$ cat src/rtl/div_unit_if.sv
// Start/operand and result/status bundle between the control unit and div_unit.
interface div_unit_if #(
  parameter int DATA_W = 32
);
  logic                     DivCtrl;
  logic signed [DATA_W-1:0] A;
  logic signed [DATA_W-1:0] B;
  logic signed [DATA_W-1:0] HI;
  logic signed [DATA_W-1:0] LO;
  logic                     DivStop;
  logic                     DivZero;
  logic                     DivBusy;

  modport master (
    output DivCtrl, A, B,
    input  HI, LO, DivStop, DivZero, DivBusy
  );

  modport slave (
    input  DivCtrl, A, B,
    output HI, LO, DivStop, DivZero, DivBusy
  );
endinterface

$ cat src/rtl/div_unit.sv
// Signed 32-bit restoring divider: one quotient bit per clock, then a sign-fixup
// cycle.
module div_unit #(
  parameter int DATA_W = 32
) (
  input logic       clk,
  input logic       reset,
  div_unit_if.slave bus
);

  localparam int CNT_W = $clog2(DATA_W);

  typedef enum logic [1:0] {IDLE, RUN, FIX} state_t;

  state_t              state_q;
  logic [DATA_W-1:0]   mag_b_q;
  logic [DATA_W-1:0]   rem_q;
  logic [DATA_W-1:0]   quo_q;
  logic [DATA_W-1:0]   hi_q;
  logic [DATA_W-1:0]   lo_q;
  logic                sign_a_q;
  logic                sign_b_q;
  logic [CNT_W-1:0]    cnt_q;
  logic                stop_q;
  logic                zero_q;
  logic                busy_q;

  logic [DATA_W:0]     trial_d;
  logic [DATA_W-1:0]   rem_d;
  logic [DATA_W-1:0]   quo_d;

  // Unsigned magnitude; the most negative value maps onto itself without overflow.
  function automatic logic [DATA_W-1:0] magnitude(input logic signed [DATA_W-1:0] v);
    logic [DATA_W-1:0] u;
    u = $unsigned(v);
    return u[DATA_W-1] ? (~u + DATA_W'(1)) : u;
  endfunction

  function automatic logic [DATA_W-1:0] negate_if(input logic neg,
                                                   input logic [DATA_W-1:0] v);
    return neg ? (~v + DATA_W'(1)) : v;
  endfunction

  // quo_q starts as |A| and shifts out dividend bits while quotient bits shift in.
  always_comb begin
    trial_d = {rem_q, quo_q[DATA_W-1]} - {1'b0, mag_b_q};
    rem_d   = trial_d[DATA_W] ? {rem_q[DATA_W-2:0], quo_q[DATA_W-1]}
                              : trial_d[DATA_W-1:0];
    quo_d   = {quo_q[DATA_W-2:0], ~trial_d[DATA_W]};
  end

  always_ff @(posedge clk) begin
    if (reset) begin
      state_q  <= IDLE;
      mag_b_q  <= '0;
      rem_q    <= '0;
      quo_q    <= '0;
      hi_q     <= '0;
      lo_q     <= '0;
      sign_a_q <= 1'b0;
      sign_b_q <= 1'b0;
      cnt_q    <= '0;
      stop_q   <= 1'b0;
      zero_q   <= 1'b0;
      busy_q   <= 1'b0;
    end else begin
      stop_q <= 1'b0;
      zero_q <= 1'b0;
      case (state_q)
        IDLE: begin
          if (bus.DivCtrl) begin
            if (bus.B == '0) begin
              zero_q <= 1'b1;
            end else begin
              mag_b_q  <= magnitude(bus.B);
              quo_q    <= magnitude(bus.A);
              sign_a_q <= bus.A[DATA_W-1];
              sign_b_q <= bus.B[DATA_W-1];
              rem_q    <= '0;
              cnt_q    <= '0;
              busy_q   <= 1'b1;
              state_q  <= RUN;
            end
          end
        end
        RUN: begin
          rem_q <= rem_d;
          quo_q <= quo_d;
          cnt_q <= cnt_q + CNT_W'(1);
          if (cnt_q == '1) state_q <= FIX;
        end
        FIX: begin
          lo_q    <= negate_if(sign_a_q ^ sign_b_q, quo_q);
          hi_q    <= negate_if(sign_a_q, rem_q);
          stop_q  <= 1'b1;
          busy_q  <= 1'b0;
          state_q <= IDLE;
        end
        default: state_q <= IDLE;
      endcase
    end
  end

  assign bus.HI      = hi_q;
  assign bus.LO      = lo_q;
  assign bus.DivStop = stop_q;
  assign bus.DivZero = zero_q;
  assign bus.DivBusy = busy_q;

endmodule

$ cat src/flat_wrapper.sv
// flat-port wrapper written by rule: the top's interface ports become plain ports
module div_unit_flat 
#(
  parameter int DATA_W = 32
)
  (clk, reset, bus_DivCtrl, bus_A, bus_B, bus_HI, bus_LO, bus_DivStop, bus_DivZero, bus_DivBusy);
  div_unit_if #(.DATA_W(DATA_W)) bus_i ();
  input logic clk;
  input logic reset;
  input wire logic [$bits(bus_i.DivCtrl)-1:0] bus_DivCtrl;
  input wire logic [$bits(bus_i.A)-1:0] bus_A;
  input wire logic [$bits(bus_i.B)-1:0] bus_B;
  output wire logic [$bits(bus_i.HI)-1:0] bus_HI;
  output wire logic [$bits(bus_i.LO)-1:0] bus_LO;
  output wire logic [$bits(bus_i.DivStop)-1:0] bus_DivStop;
  output wire logic [$bits(bus_i.DivZero)-1:0] bus_DivZero;
  output wire logic [$bits(bus_i.DivBusy)-1:0] bus_DivBusy;
  assign bus_i.DivCtrl = bus_DivCtrl;
  assign bus_i.A = bus_A;
  assign bus_i.B = bus_B;
  assign bus_HI = bus_i.HI;
  assign bus_LO = bus_i.LO;
  assign bus_DivStop = bus_i.DivStop;
  assign bus_DivZero = bus_i.DivZero;
  assign bus_DivBusy = bus_i.DivBusy;
  div_unit #(.DATA_W(DATA_W)) u_core (.clk(clk), .reset(reset), .bus(bus_i));
endmodule
$ cat config.mk
export PLATFORM = sky130hd
export DESIGN_NAME = div_unit_flat
export DESIGN_NICKNAME = d
export VERILOG_FILES = /design/src/rtl/div_unit_if.sv /design/src/rtl/div_unit.sv /design/src/flat_wrapper.sv
export SDC_FILE = /design/constraint.sdc
export NUM_CORES = 1
export LEC_CHECK = 0
export ABC_CLOCK_PERIOD_IN_PS = 6700
export BUFFER_PORTS_ARGS = -buffer_cell sky130_fd_sc_hd__buf_2
export CELL_PAD_IN_SITES_DETAIL_PLACEMENT = 0
export CELL_PAD_IN_SITES_GLOBAL_PLACEMENT = 1
export CORE_MARGIN = 2
export CORE_UTILIZATION = 25
export CTS_CLUSTER_DIAMETER = 60
export DETAILED_ROUTE_END_ITERATION = 10
export PLACE_DENSITY_LB_ADDON = 0.1
export REMOVE_ABC_BUFFERS = 1
export SYNTH_ARGS = -nofsm -noshare
export SYNTH_HDL_FRONTEND = slang
export SYNTH_SLANG_ARGS = --single-unit
export TNS_END_PERCENT = 50
$ cat constraint.sdc
create_clock -name clk -period 6.7 [get_ports clk]
set_clock_uncertainty 0.2 [all_clocks]
set_input_delay 0.335 -clock clk [delete_from_list [all_inputs] [get_ports clk]]
set_output_delay 0.335 -clock clk [all_outputs]
set_load 0.05 [all_outputs]
==> flow_summary.json, run 1 <==
{
  "grt_max_degree": 83,
  "drtIter0Drc": 520,
  "synth_edf_count": 0,
  "synth_area_leaders": "dfxtp_1, xnor2_1, a211oi_1, xor2_1, nor2_1",
  "pwr-share-clk": 0.206,
  "synth_seq_area_share": 0.330,
  "r2r_start": "u_core.rem_q[0]",
  "io_pins": 134,
  "antenna_found_initial": 3,
  "hold_depth": 4,
  "synthAdderAreaFrac": 0.0474,
  "crit_fanout": 31,
  "rsz0062_at_grt": "no",
  "reg2regPathDepth": 12,
  "hold_path_class": "in2reg",
  "crit_arrival_ns": 4.35,
  "synth.area.mux_share": 0.0249,
  "worst_path_largest_cell_delay_ns": 0.96,
  "grt_pass1_vias": 9207,
  "dr.pass1.iters": 5,
  "syn_inst": 1289,
  "synthToLayoutAreaGrowth_pct": 17.1,
  "yosys.area_share.simple": 0.176,
  "routedWlPerCell_um": 18.3,
  "insertion_delay_ns": 0.45,
  "power_density_mw_per_mm2": 430,
  "reg2reg_to": "u_core.rem_q[31]",
  "yosys.area.top_type": "dfxtp_1",
  "initial_core_util": 0.255,
  "critPathCaptureType": "register",
  "die_w_um": 208,
  "synth_top_family_by_area": "compound AO/OA/AOI/OAI gates",
  "dp_hpwl_um": 25800,
  "path_cells": "dlygate4sd3_1, buf_2, inv_1, ha_1, or3b_2, or4_1, nor3_2, nand3_1, nand3b_4, nand3_1, nor2_1, a211oi_1",
  "ys_ff_latch": 172,
  "syn-cell-area_mm2": 0.0104,
  "ys_types": 66,
  "grt_overflow": 0,
  "rows": 74,
  "cts_max_path_buffers": 2,
  "grt_pass1_wl_um": 55500,
  "hold_end": "u_core.mag_b_q[29]",
  "fp.coreArea_mm2": 0.0410,
  "path_clk_slew_ns": 0.07,
  "min_period_ns": 4.21,
  "die_y_um": 208,
  "vias": 9531,
  "fp.dieArea_mm2": 0.0434,
  "synth_ff_type": "dfxtp_1",
  "routed_wl_um": 35300,
  "rrSetupSlack_ns": 2.81,
  "pwr-share-seq": 0.250,
  "status": "finished clean",
  "path_class": "in2reg",
  "synth_compound_area_frac": 0.250,
  "finalHoldWorstSlack_ns": 0.0469,
  "drc": 0,
  "hold_violations": 0,
  "swShare": 0.446,
  "syn_avg_cell_area_um2": 8.10,
  "maxSlewHeadroom": 0.164,
  "drive_gt1_frac": 0.140,
  "p_leak_nw": 4.73,
  "max-vdd-ir-drop_mv": 0.304,
  "port_buffers": 133,
  "worst-path-buf-inv": 3,
  "grt_usage": 0.164,
  "worst_pin_slew_ns": 1.25,
  "p_int_mw": 2.92,
  "fill_cells": 4513,
  "cts_buffers": 17,
  "root_buffer": "clkbuf_16",
  "tns_ns": 0,
  "multi_input_area_mm2": 0.00651,
  "required_ns": 6.85,
  "max_freq_mhz": 238,
  "synthXorXnorAreaFrac": 0.122,
  "async_flop_share": 0,
  "cap_violations": 0,
  "h-tree-depth": 4,
  "cp_common_cell": "nand3_1",
  "slew_violations": 0,
  "seq_area_mm2": 0.00344,
  "slowest_stage": "nand3_1",
  "crit_family": "simple AND/OR/NAND/NOR gates",
  "p_switching_mw": 2.34,
  "cts_tree": "done",
  "start_kind": "input pin",
  "holdCritStartpoint": "bus_B[29]",
  "via_per_inst": 4.96,
  "period_share": 0.628,
  "yosysTopAreaCellShare": 0.330,
  "gp_congestion": 0.829,
  "setup_viol": 0,
  "antenna_left": 0,
  "combPwrFrac": 0.544,
  "cts_sinks": 172,
  "nets": 1482,
  "ys_warn_count": 0
}
## power groups by stage
| stage | logic (mW) | registers (mW) | clock network [mW] |
|---|---|---|---|
| detailed placement | 2.92 | 1.34 | 0 |
| global route | 3.23 | 1.34 | 1.16 |
| finish | 2.86 | 1.32 | 1.09 |
| floorplan | 2.19 | 1.27 | 0 |
| global placement | 2.94 | 1.34 | 0 |
| CTS | 2.93 | 1.32 | 1.13 |
## Yosys cell counts, types with 11 or more instances
library cell,count
o31ai_1,32
or3_1,20
a211oi_1,83
nand3_1,17
a21o_1,15
nor3_1,25
nand2_1,115
mux2i_1,26
ha_1,38
dfxtp_1,172
nor2_1,149
a222oi_1,22
xnor2_1,74
a21oi_1,63
inv_1,53
clkbuf_1,65
or4_1,11
o41ai_1,17
xor2_1,71
nand2b_1,14
o21ai_0,79
## timing repair
item / 4_1_cts / 5_1_grt
hold buffers: 5 / 0
setup buffers: 0 / 0
setup endpoints to repair: 0 / 0
endpoints found under the hold margin: 5 / 0
gates resized for setup: 0 / 0
## area by class of cell
| cell class | count | share of cell area |
|---|---|---|
| well taps | 532 | 0.0544 |
| flip-flops and latches | 172 | 0.282 |
| diodes | 2 | 0.000409 |
| clock inverters | 14 | 0.0150 |
| repair buffers | 148 | 0.0649 |
| multi-input cells | 984 | 0.533 |
| inverters | 53 | 0.0163 |
| clock buffers | 17 | 0.0348 |
## per-layer routing
layer  share of wire  up-vias  global-route usage  wire [um]
li1                -     4863                   -          -
met1            0.50     4500               0.230      17500
met2            0.47      146               0.265      16400
met3           0.027       20              0.0235        965
met4           0.010        2              0.0392        357
met5         0.00037        -                   0         13
## flip-flops by register name, summed over array words and instances, names as in the netlist
signal and count:
u_core.cnt_q 5, u_core.rem_q 32, u_core.sign_a_q 1, u_core.quo_q 32
u_core.sign_b_q 1, u_core.bus.DivZero 1, u_core.state_q 2, u_core.mag_b_q 32
u_core.bus.HI 32, u_core.bus.DivStop 1, u_core.bus.DivBusy 1, u_core.bus.LO 32
## how the worst max path moves through the flow
stage	startpoint	to	slack, ns	cells after the start
floorplan	u_core.state_q[1]	u_core.bus.HI[25]	1.77	4
global placement	bus_B[0]	u_core.mag_b_q[24]	2.58	11
detailed placement	bus_B[0]	u_core.mag_b_q[12]	2.51	11
CTS	bus_B[0]	u_core.mag_b_q[12]	2.48	12
global route	bus_B[0]	u_core.mag_b_q[24]	2.12	12
finish	bus_B[0]	u_core.mag_b_q[12]	2.49	12
## worst reg2reg max path: cells and delay by family, from the launching register on
family	cells	cell delay, ns
adders and majority gates	1	0.45
AOI/OAI and AO/OA	6	1.50
DFF	1	0.46
buffers and inverters	2	0.56
and+or+nand+nor	3	0.63
## stage by stage
step           total power [mW]  worst slack [ns]  instance area [um2]  cells  utilization
6_report                   5.26              2.49                12200   1922        0.298
5_1_grt                    5.73              2.12                12200   1920        0.298
3_5_place_dp               4.26              2.51                11600   1884        0.282
3_3_place_gp               4.28              2.58                11600   1884        0.282
4_1_cts                    5.38              2.48                12200   1920        0.298
2_1_floorplan              3.46              1.77                10100   1209            -
## cells in the final DEF (no fill, tap or decap), drive strengths merged, types with 5 or more instances in the layout
master / n
a211oi: 84
a21o: 15
a21oi: 63
a222oi: 22
a22oi: 7
a31oi: 10
and3: 8
buf: 143
clkbuf: 17
dfxtp: 172
dlygate4sd3: 5
ha: 38
inv: 59
mux2i: 26
nand2: 115
nand2b: 14
nand3: 17
nand4: 8
nor2: 150
nor2b: 5
nor3: 26
nor4: 10
o211ai: 7
o21ai: 79
o31ai: 32
o41ai: 19
or2: 5
or3: 20
or4: 12
xnor2: 74
xor2: 71
## logic make-up (layout without fill, tap and decap cells)
| group | count (synthesis) | count (layout) |
|---|---|---|
| AND/OR/NAND/NOR | 398 | 398 |
| other | 0 | 2 |
| adder cells (fa/ha/maj) | 39 | 39 |
| buffers and inverters | 133 | 232 |
| flip-flops | 172 | 172 |
| AO/OA/AOI/OAI | 376 | 376 |
| XOR/XNOR | 145 | 145 |
| multiplexers | 26 | 26 |
Note: power is estimated with default switching activity, not from simulation.
==> run 2, diff against run 1 <==
- ABC_CLOCK_PERIOD_IN_PS: 6700 -> 4200
- clock period: 6.7 -> 4.2 ns (I/O delays scaled with it)
==> run 2 against run 1 <==
Compared with the run above:
- count of clock-buffer cells in the layout rose by 2
- hold slack got worse by 0.038 ns
- sequential cell count did not move
- sequential share of layout area fell by 1.4 points
- cell count rose by 3.6%
- largest cell class unchanged
- critical path type unchanged
- register-to-register slack got worse by 2.2 ns
- sequential power rose by 56%
- non-clock buffer count rose by 70
==> flow_summary.json, run 2 (synthesized netlist as in run 1, its figures left out) <==
{
  "grt_pass1_wl_um": 55400,
  "final_util": 0.313,
  "power.total_mw": 8.45,
  "seq_area_mm2": 0.00344,
  "holdBufCountCts": 57,
  "path_clk_slew_ns": 0.07,
  "synthToLayoutAreaGrowth_pct": 23.1,
  "maxSlewHeadroom": 0.227,
  "insertion_delay_ns": 0.47,
  "cts_buffers": 17,
  "cts_max_path_buffers": 2,
  "io_pins": 134,
  "grt_util_met3": 0.0260,
  "cts_tree": "done",
  "top_usage_layer": "met2",
  "grt_usage": 0.164,
  "grt_overflow": 0,
  "root_buffer": "clkbuf_16",
  "gp_congestion": 0.810,
  "grt_pass1_vias": 9512,
  "drtIter0Drc": 513,
  "die_w_um": 208,
  "setup_viol": 0,
  "slowest_stage": "or4_1",
  "period_share": 0.906,
  "max-vdd-ir-drop_mv": 0.517,
  "critPathCaptureType": "register",
  "multi_input_area_mm2": 0.00650,
  "final_common_cell": "dfxtp_1",
  "antenna_found_initial": 1,
  "stdcell_area_mm2": 0.0129,
  "post-cts-setup-buffer-count": 0,
  "reg2regPathDepth": 14,
  "global_route.usage.met1": 0.224,
  "dp_hpwl_um": 25500,
  "worst_pin_slew_ns": 1.16,
  "grt_max_degree": 71,
  "final_cell_mix": "dfxtp_1, nor2_1, buf_2, nand2_1, a211oi_1",
  "max_freq_mhz": 263,
  "routed_wl_um": 34900,
  "status": "finished clean",
  "fp.coreArea_mm2": 0.0410,
  "fp.dieArea_mm2": 0.0434,
  "crit_arrival_ns": 3.99,
  "power_density_mw_per_mm2": 657,
  "slew_violations": 0,
  "initial_core_util": 0.255,
  "nets": 1552,
  "start_kind": "input pin",
  "use_met2": 0.266,
  "routedWlPerCell_um": 17.5,
  "die_y_um": 208,
  "pre_cts_slack_ns": 0.449,
  "placed_area_mm2": 0.0117,
  "stdcell_count": 1991,
  "worst_path_largest_cell_delay_ns": 0.66,
  "dp.cells": 1902,
  "cap_violations": 0,
  "required_ns": 4.38,
  "insertedDiodeCount": 0,
  "cts_sinks": 172,
  "p_leak_nw": 5.03,
  "antenna_left": 0,
  "hold_depth": 3,
  "vias": 9736,
  "rsz0062_at_grt": "no",
  "cts_resized": 0,
  "port_buffers": 133,
  "crit_fanout": 32,
  "hold_path_class": "in2reg",
  "drc": 0,
  "h-tree-depth": 4,
  "drive_gt1_frac": 0.145,
  "path_class": "in2reg",
  "min_period_ns": 3.81,
  "via_per_inst": 4.89,
  "path_cells": "dlygate4sd3_1, buf_2, inv_1, ha_1, or3b_2, or4_1, nor3_2, nand3_1, nand3b_4, a31o_2, nor2_2, buf_12, o2bb2a_1, o21ai_0",
  "fill_cells": 4479,
  "hold_violations": 0,
  "rows": 74,
  "fin_ws_ns": 0.393,
  "dr.pass1.iters": 7
}
run 2: path summary, 6_finish.rpt:
path,start,to,slack [ns]
worst max-delay path,bus_B[0],u_core.rem_q[17],0.39
worst min-delay path,bus_B[9],u_core.mag_b_q[9],0.009
worst max register to register,u_core.quo_q[31],u_core.rem_q[5],0.57
worst min register to register,u_core.bus.HI[23],u_core.bus.HI[23],0.25
run 2: cell type report:
class                   instances  area share
multi-input cells             984       0.505
flip-flops and latches        172       0.268
repair buffers                218       0.115
well taps                     532      0.0518
clock buffers                  19      0.0352
inverters                      53      0.0155
clock inverters                13     0.00983
run 2: power by group:
group | leakage, nW | switching [mW] | internal [mW]
clock | 0.280 | 0.774 | 0.862
sequential | 1.40 | 0.260 | 1.80
combinational | 3.35 | 2.69 | 2.06
total | 5.03 | 3.73 | 4.72
run 2: metrics by stage:
stage,TNS (ns),hold WS [ns]
floorplan,-51.54,0.0746
detailed placement,0,0.242
finish,0,0.00924
global placement,0,0.237
CTS,0,0.00502
global route,0,0.0190
run 2: critical path, delay by kind of cell:
family	cells	cell delay, ns
AOI/OAI and AO/OA	3	0.65
and+or+nand+nor	6	2.02
adders and majority gates	1	0.14
buffers and inverters	4	0.94
run 2: metal layers:
layer,vias to the layer above,part of all wire
met1,4586,0.50
met5,-,0.00037
met3,25,0.024
li1,4998,-
met2,125,0.46
met4,2,0.013
